**src/rtl/mips_pkg.sv**
```systemverilog
// Shared definitions for the MIPS core slice: instruction memory geometry and
// the state encoding of the instruction-memory loader.
package mips_pkg;

  localparam int INST_DEPTH_LOG2 = 8;

  localparam logic [1:0] LDR_LEN  = 2'd0;
  localparam logic [1:0] LDR_DATA = 2'd1;
  localparam logic [1:0] LDR_DONE = 2'd2;
  localparam logic [1:0] LDR_ERR  = 2'd3;

  typedef enum logic [1:0] {
    ST_LEN  = LDR_LEN,
    ST_DATA = LDR_DATA,
    ST_DONE = LDR_DONE,
    ST_ERR  = LDR_ERR
  } ldr_state_t;

endpackage

```
**src/rtl/word_assembler.sv**
```systemverilog
// Packs four bytes, most significant first, into a 32-bit word. word_valid and
// word_out are combinational on the 4th byte so the caller can register them.
module word_assembler (
  input  logic        clk,
  input  logic        reset,
  input  logic        clear,
  input  logic [7:0]  byte_in,
  input  logic        byte_valid,
  output logic [31:0] word_out,
  output logic        word_valid
);

  logic [23:0] shift_q;
  logic [1:0]  cnt_q;

  assign word_valid = byte_valid && !clear && (cnt_q == 2'd3);
  assign word_out   = {shift_q, byte_in};

  // NOTE: state registers use non-blocking (<=) so every flop samples the
  // pre-edge value of its neighbours regardless of statement order.
  always_ff @(posedge clk) begin
    if (reset || clear) begin
      shift_q <= '0;
      cnt_q   <= '0;
    end else if (byte_valid) begin
      shift_q <= {shift_q[15:0], byte_in};
      cnt_q   <= cnt_q + 2'd1;
    end
  end

endmodule

```
**src/rtl/inst_mem_loader.sv**
```systemverilog
// Loads a length-prefixed big-endian program from a UART byte stream into the
// instruction RAM and holds the CPU in reset until the load has completed.
module inst_mem_loader
  import mips_pkg::*;
#(
  parameter int DEPTH_LOG2     = INST_DEPTH_LOG2,
  parameter int TIMEOUT_CYCLES = 100000000
) (
  input  logic        clk,
  input  logic        reset,
  input  logic [7:0]  rx_data,
  input  logic        rx_valid,
  input  logic        reload,
  output logic        wr_en,
  output logic [31:0] wr_addr,
  output logic [31:0] wr_data,
  output logic        cpu_hold,
  output logic        load_done,
  output logic        load_err
);

  localparam int          IDX_W     = DEPTH_LOG2 + 1;
  localparam int          TO_W      = $clog2(TIMEOUT_CYCLES + 1);
  localparam logic [31:0] MAX_WORDS = 32'(1) << DEPTH_LOG2;
  localparam logic [TO_W-1:0] TO_LAST = TO_W'(TIMEOUT_CYCLES - 1);

  ldr_state_t       state, state_next;
  logic [IDX_W-1:0] word_idx, n_words;
  logic [TO_W-1:0]  to_cnt;
  logic             started;
  logic             accept, asm_clear, counting, timed_out;
  logic [31:0]      word_out;
  logic             word_valid;

  // Bytes arriving after the last word of the frame are dropped, not assembled.
  assign accept    = rx_valid && !reload &&
                     (state == ST_LEN || (state == ST_DATA && word_idx != n_words));
  assign asm_clear = reload || state == ST_DONE || state == ST_ERR;
  assign counting  = (state == ST_LEN && started) || state == ST_DATA;
  assign timed_out = counting && !rx_valid && to_cnt == TO_LAST;

  word_assembler u_asm (
    .clk        (clk),
    .reset      (reset),
    .clear      (asm_clear),
    .byte_in    (rx_data),
    .byte_valid (accept),
    .word_out   (word_out),
    .word_valid (word_valid)
  );

  always_ff @(posedge clk) begin
    if (reset) state <= ST_LEN;
    else       state <= state_next;
  end

  // NOTE: state_next gets a default before the case so no path leaves it
  // unassigned, which would otherwise infer a latch.
  always_comb begin
    state_next = state;
    if (reload) begin
      state_next = ST_LEN;
    end else begin
      case (state)
        ST_LEN: begin
          if (word_valid) begin
            if (word_out == 32'd0)          state_next = ST_DONE;
            else if (word_out > MAX_WORDS)  state_next = ST_ERR;
            else                            state_next = ST_DATA;
          end else if (timed_out) begin
            state_next = ST_ERR;
          end
        end
        ST_DATA: begin
          if (word_idx == n_words) state_next = ST_DONE;
          else if (timed_out)      state_next = ST_ERR;
        end
        default: state_next = state;
      endcase
    end
  end

  always_ff @(posedge clk) begin
    if (reset) begin
      word_idx  <= '0;
      n_words   <= '0;
      started   <= 1'b0;
      to_cnt    <= '0;
      wr_en     <= 1'b0;
      wr_addr   <= '0;
      wr_data   <= '0;
      cpu_hold  <= 1'b1;
      load_done <= 1'b0;
      load_err  <= 1'b0;
    end else begin
      wr_en     <= 1'b0;
      cpu_hold  <= (state_next != ST_DONE);
      load_done <= (state_next == ST_DONE);
      load_err  <= (state_next == ST_ERR);
      if (reload) begin
        word_idx <= '0;
        n_words  <= '0;
        started  <= 1'b0;
        to_cnt   <= '0;
      end else begin
        if (rx_valid || !counting) to_cnt <= '0;
        else                       to_cnt <= to_cnt + 1'b1;

        if (state == ST_LEN && accept) started <= 1'b1;

        if (state == ST_LEN && word_valid) begin
          n_words  <= word_out[IDX_W-1:0];
          word_idx <= '0;
          started  <= 1'b0;
        end

        // The write strobe is registered, so a reload arriving next cycle
        // cannot cancel a word that has already been assembled.
        if (state == ST_DATA && word_valid) begin
          wr_en    <= 1'b1;
          wr_addr  <= 32'({word_idx[DEPTH_LOG2-1:0], 2'b00});
          wr_data  <= word_out;
          word_idx <= word_idx + 1'b1;
        end
      end
    end
  end

endmodule

```
**config.mk**
```make
export PLATFORM = sky130hd
export DESIGN_NAME = inst_mem_loader
export DESIGN_NICKNAME = d
export VERILOG_FILES = /design/src/rtl/mips_pkg.sv /design/src/rtl/word_assembler.sv /design/src/rtl/inst_mem_loader.sv
export SDC_FILE = /design/constraint.sdc
export NUM_CORES = 1
export LEC_CHECK = 0
export BUFFER_PORTS_ARGS = -buffer_cell sky130_fd_sc_hd__buf_2
export CAP_MARGIN = 20
export CORE_MARGIN = 5
export CORE_UTILIZATION = 30
export CTS_CLUSTER_DIAMETER = 80
export DETAILED_ROUTE_END_ITERATION = 12
export SYNTH_ARGS = -nofsm -noshare
export SYNTH_HDL_FRONTEND = slang
export SYNTH_SLANG_ARGS = --single-unit
```
**constraint.sdc**
```tcl
create_clock -name clk -period 1.7 [get_ports clk]
set_input_delay 0.085 -clock clk [delete_from_list [all_inputs] [get_ports clk]]
set_output_delay 0.085 -clock clk [all_outputs]
set_load 0.03 [all_outputs]
```
==> impl_table.tex <==
\begin{tabular}{lr}
\hline
Metric & Value \\
\hline
\multicolumn{2}{l}{\textbf{Timing}} \\
Peak Freq & 0.549 GHz \\
Final number of max-transition violations & 0 \\
RSZ-0062 raised after global routing & yes \\
Worst path setup slack after routing & -0.122 ns \\
Final count of hold timing violations & 0 \\
\# setup viols final & 64 \\
Final worst-path cycle share & 107\% \\
Summed negative setup slack over all endpoints & -4.82 ns \\
Skew final & 0.00826 ns \\
Time the final worst path needs with I/O delays and setup & 1.82 ns \\
\multicolumn{2}{l}{\textbf{Detailed routing}} \\
Number of design-rule violations left by the first detailed-router iteration & 178 \\
Metal2 WL & 5.52 mm \\
Routed Wire Length & 12.1 mm \\
Wire length on met1 & 5.84 mm \\
Remaining routing DRC violations & 0 \\
Drt via density & 4.40 \\
Routed length on met3 & 526 µm \\
Routed wire per std cell & 13.6 µm \\
Max Used Layer & met4 \\
Antenna-violating nets left & 0 \\
Drt first pass iters & 4 \\
Total number of vias & 3913 \\
\multicolumn{2}{l}{\textbf{Floorplan}} \\
Total die area & 0.0192 mm² \\
Std-Cell Core Area & 0.0164 mm² \\
Die span in x & 139 µm \\
Number of ports placed on the die boundary & 80 \\
Starting density of the core & 30.3\% \\
Standard-cell row count & 47 \\
Height of the chip & 139 µm \\
\multicolumn{2}{l}{\textbf{Placed design}} \\
Post-Place Cells & 841 \\
Final weighted congestion of routability-driven global placement & 0.779 \\
Post-Place Setup Slack & -0.113 ns \\
Total half-perimeter wirelength after legalization and detailed placement & 8.18 mm \\
Quantity of I/O buffers inserted on ports & 55 \\
\multicolumn{2}{l}{\textbf{Global route}} \\
GRT Total Usage & 12.8\% \\
Grt ovf & 0 \\
Antenna violations before repair & 0 \\
Maximum number of pins on one net before global-route repair & 33 \\
First-pass GRT wire length & 19.9 mm \\
Vias in the first global route & 3883 \\
\multicolumn{2}{l}{\textbf{Clocking}} \\
TritonCTS Buffers & 17 \\
Clock-pin slew on the worst setup and hold paths & 0.05 ns \\
Source-to-sink clock delay at the later pin of the worst-skew pair & 0.41 ns \\
CTS tree & built \\
Maximum number of buffers from clock root to sink & 2 \\
CTS HTree Levels & 4 \\
Clock root buffer & sky130\_fd\_sc\_hd\_\_clkbuf\_16 \\
Num Clock Sinks & 118 \\
\multicolumn{2}{l}{\textbf{Synthesis}} \\
Distinct cell type count after synthesis & 41 \\
Syn avg cell area & 9.39 µm² \\
Cell area after synthesis & 0.00497 mm² \\
Biggest area contributors in the synthesized netlist & sky130\_fd\_sc\_hd\_\_dfxtp\_1, sky130\_fd\_sc\_hd\_\_mux2i\_1, sky130\_fd\_sc\_hd\_\_nor2\_1 \\
Cell type with the largest total area after synthesis & sky130\_fd\_sc\_hd\_\_dfxtp\_1 \\
Portion of the post-synthesis area used by sequential elements & 47.6\% \\
Area share of the leading cell type in the synthesized netlist & 47.6\% \\
Count of yosys warnings during synthesis & 0 \\
Gate count of the mapped netlist & 529 \\
Count of state elements after synthesis & 118 \\
\multicolumn{2}{l}{\textbf{Run status}} \\
Violated checks & setup timing \\
Outcome & finished, violations left \\
\multicolumn{2}{l}{\textbf{Critical path}} \\
Category of the worst setup path capture point & flop \\
Required time at the endpoint of the critical path & 1.99 ns \\
Maximum fanout count along the critical path & 8 \\
Startpoint types & flop \\
Category of the most critical setup path & reg -> reg \\
Data arrival time of the worst path & 2.12 ns \\
\multicolumn{2}{l}{\textbf{Final layout}} \\
Nets@finish & 673 \\
Share of the core filled with cells & 41.9\% \\
Count of placed standard cells in the final layout, fillers left out & 890 \\
Relative area change from synthesis to final layout & 38.4\% \\
Diodes inserted & 0 \\
Share of post-route cells with drive strength above 1 & 30.7\% \\
\multicolumn{2}{l}{\textbf{Power}} \\
Final Total Pwr & 6.69 mW \\
Cell leakage power & 3.22 nW \\
Maximum vdd ir drop & 791 µV \\
Power density of the placed cells & 973 mW/mm² \\
\multicolumn{2}{l}{\textbf{Run}} \\
Max-cap violations & 0 \\
\multicolumn{2}{l}{\textbf{Min path}} \\
Class of the most critical hold timing path & in -> reg \\
\hline
\end{tabular}
[cell families (layout without fill, tap and decap cells)]
| kind of cell | after synthesis | count (layout) | synth area share [%] |
|---|---|---|---|
| compound gates | 18 | 18 | 2.19 |
| fa+ha+maj | 3 | 3 | 0.756 |
| simple gates | 223 | 223 | 20.8 |
| mux | 75 | 75 | 15.1 |
| buf+inv | 54 | 172 | 6.95 |
| xor+xnor | 37 | 37 | 6.52 |
| other cells | 1 | 24 | 0.0755 |
| flops | 118 | 118 | 47.6 |
[worst max-delay path, stage by stage, from the launching register on]
cell,delay (ns)
sky130_fd_sc_hd__dfxtp_2,0.33
sky130_fd_sc_hd__xor2_2,0.18
sky130_fd_sc_hd__nor4_4,0.31
sky130_fd_sc_hd__nand3_2,0.15
sky130_fd_sc_hd__nand3_4,0.17
sky130_fd_sc_hd__buf_12,0.14
sky130_fd_sc_hd__buf_16,0.13
sky130_fd_sc_hd__mux2i_2,0.21
sky130_fd_sc_hd__nor2_1,0.05
[cells in the final DEF, fill, tap and decap left out, drive strengths merged]
cell type and n:
nor3 7, a311oi 1, a21oi 5, nor2b 3
a221o 1, or4 2, xor2 27, ha 3
or3b 1, dfxtp 118, nand3 24, nand2b 3
and3 7, conb 24, nor4 12, and2 3
clkinvlp 1, buf 125, a31oi 3, o211ai 1
mux2 1, inv 7, clkbuf 23, xnor2 10
nor2 122, nand4 5, nand2 25, or2 2
or4b 1, nand3b 2, dlygate4sd3 6, o21ai 6
bufinv 4, clkinv 6, mux2i 74, o32ai 1
or3 4
[path summary, 6_finish.rpt]
check	slack (ns)	cells after the start	to	start
worst max register to register	-0.12	8	wr_data[8]$_SDFFE_PP0P_	n_words[1]$_SDFFE_PP0P_
worst min register to register	0.48	2	wr_data[29]$_SDFFE_PP0P_	wr_data[29]$_SDFFE_PP0P_
worst min-delay path	0.02	3	u_asm.shift_q[4]$_SDFFE_PP0N_	rx_data[4]
worst max-delay path	-0.12	8	wr_data[8]$_SDFFE_PP0P_	n_words[1]$_SDFFE_PP0P_
[report_power, final]
part | total [mW] | internal (mW) | switching [mW]
Clock | 3.64 | 2.42 | 1.21
Combinational | 0.270 | 0.0899 | 0.180
Sequential | 2.78 | 2.78 | 0.00759
Total | 6.69 | 5.29 | 1.40
[layer usage]
| metal | vias up | track usage, % |
|---|---|---|
| met5 | - | 0 |
| met1 | 1836 | 16.4 |
| met4 | 0 | 4.79 |
| met3 | 20 | 4.14 |
| met2 | 62 | 20.3 |
| li1 | 1995 | - |
[synth_stat cells, drive strengths merged]
library cell	number
o211ai	1
nor3	7
a21oi	5
buf	39
and2	3
or4	2
nor2	122
a221o	1
inv	7
o32ai	1
clkbuf	8
mux2	1
xor2	27
nand2	25
or3b	1
and3	7
nor2b	3
nand4	5
o21ai	6
a31oi	3
or3	4
dfxtp	118
mux2i	74
nand3	24
a311oi	1
nand2b	3
xnor2	10
or4b	1
ha	3
conb	1
nand3b	2
nor4	12
or2	2
[flip-flops by register name (all words and copies together) (netlist names), 2 cells and up]
| register | cells |
|---|---|
| n_words | 9 |
| state | 2 |
| to_cnt | 27 |
| u_asm.cnt_q | 2 |
| u_asm.shift_q | 24 |
| word_idx | 9 |
| wr_addr | 8 |
| wr_data | 32 |
[layout make-up]
cell class / count / area, µm²
well taps: 220 / 275
flip-flops and latches: 118 / 2370
repair buffers: 134 / 1050
multi-input cells: 380 / 2560
clock inverters: 11 / 158
fillers: 1573 / 9530
inverters: 7 / 26.3
clock buffers: 20 / 437
[metrics by stage]
stage          hold WS (ns)  instance area [µm²]
6_report             0.0157                 6870
2_1_floorplan         0.229                 5090
4_1_cts             0.00962                 6690
5_1_grt              0.0328                 6870
3_5_place_dp          0.406                 5820
3_3_place_gp          0.392                 5820
[timing repair]
action                                  4_1_cts  5_1_grt
pin swaps                                    10       13
resized for setup                            21       30
setup buffers                                 5        3
hold buffers                                  6        0
endpoints found under the setup margin       74       94
endpoints found under the hold margin        18        0
cloned                                        2        3
No activity file was read; power rests on OpenSTA's default activity.
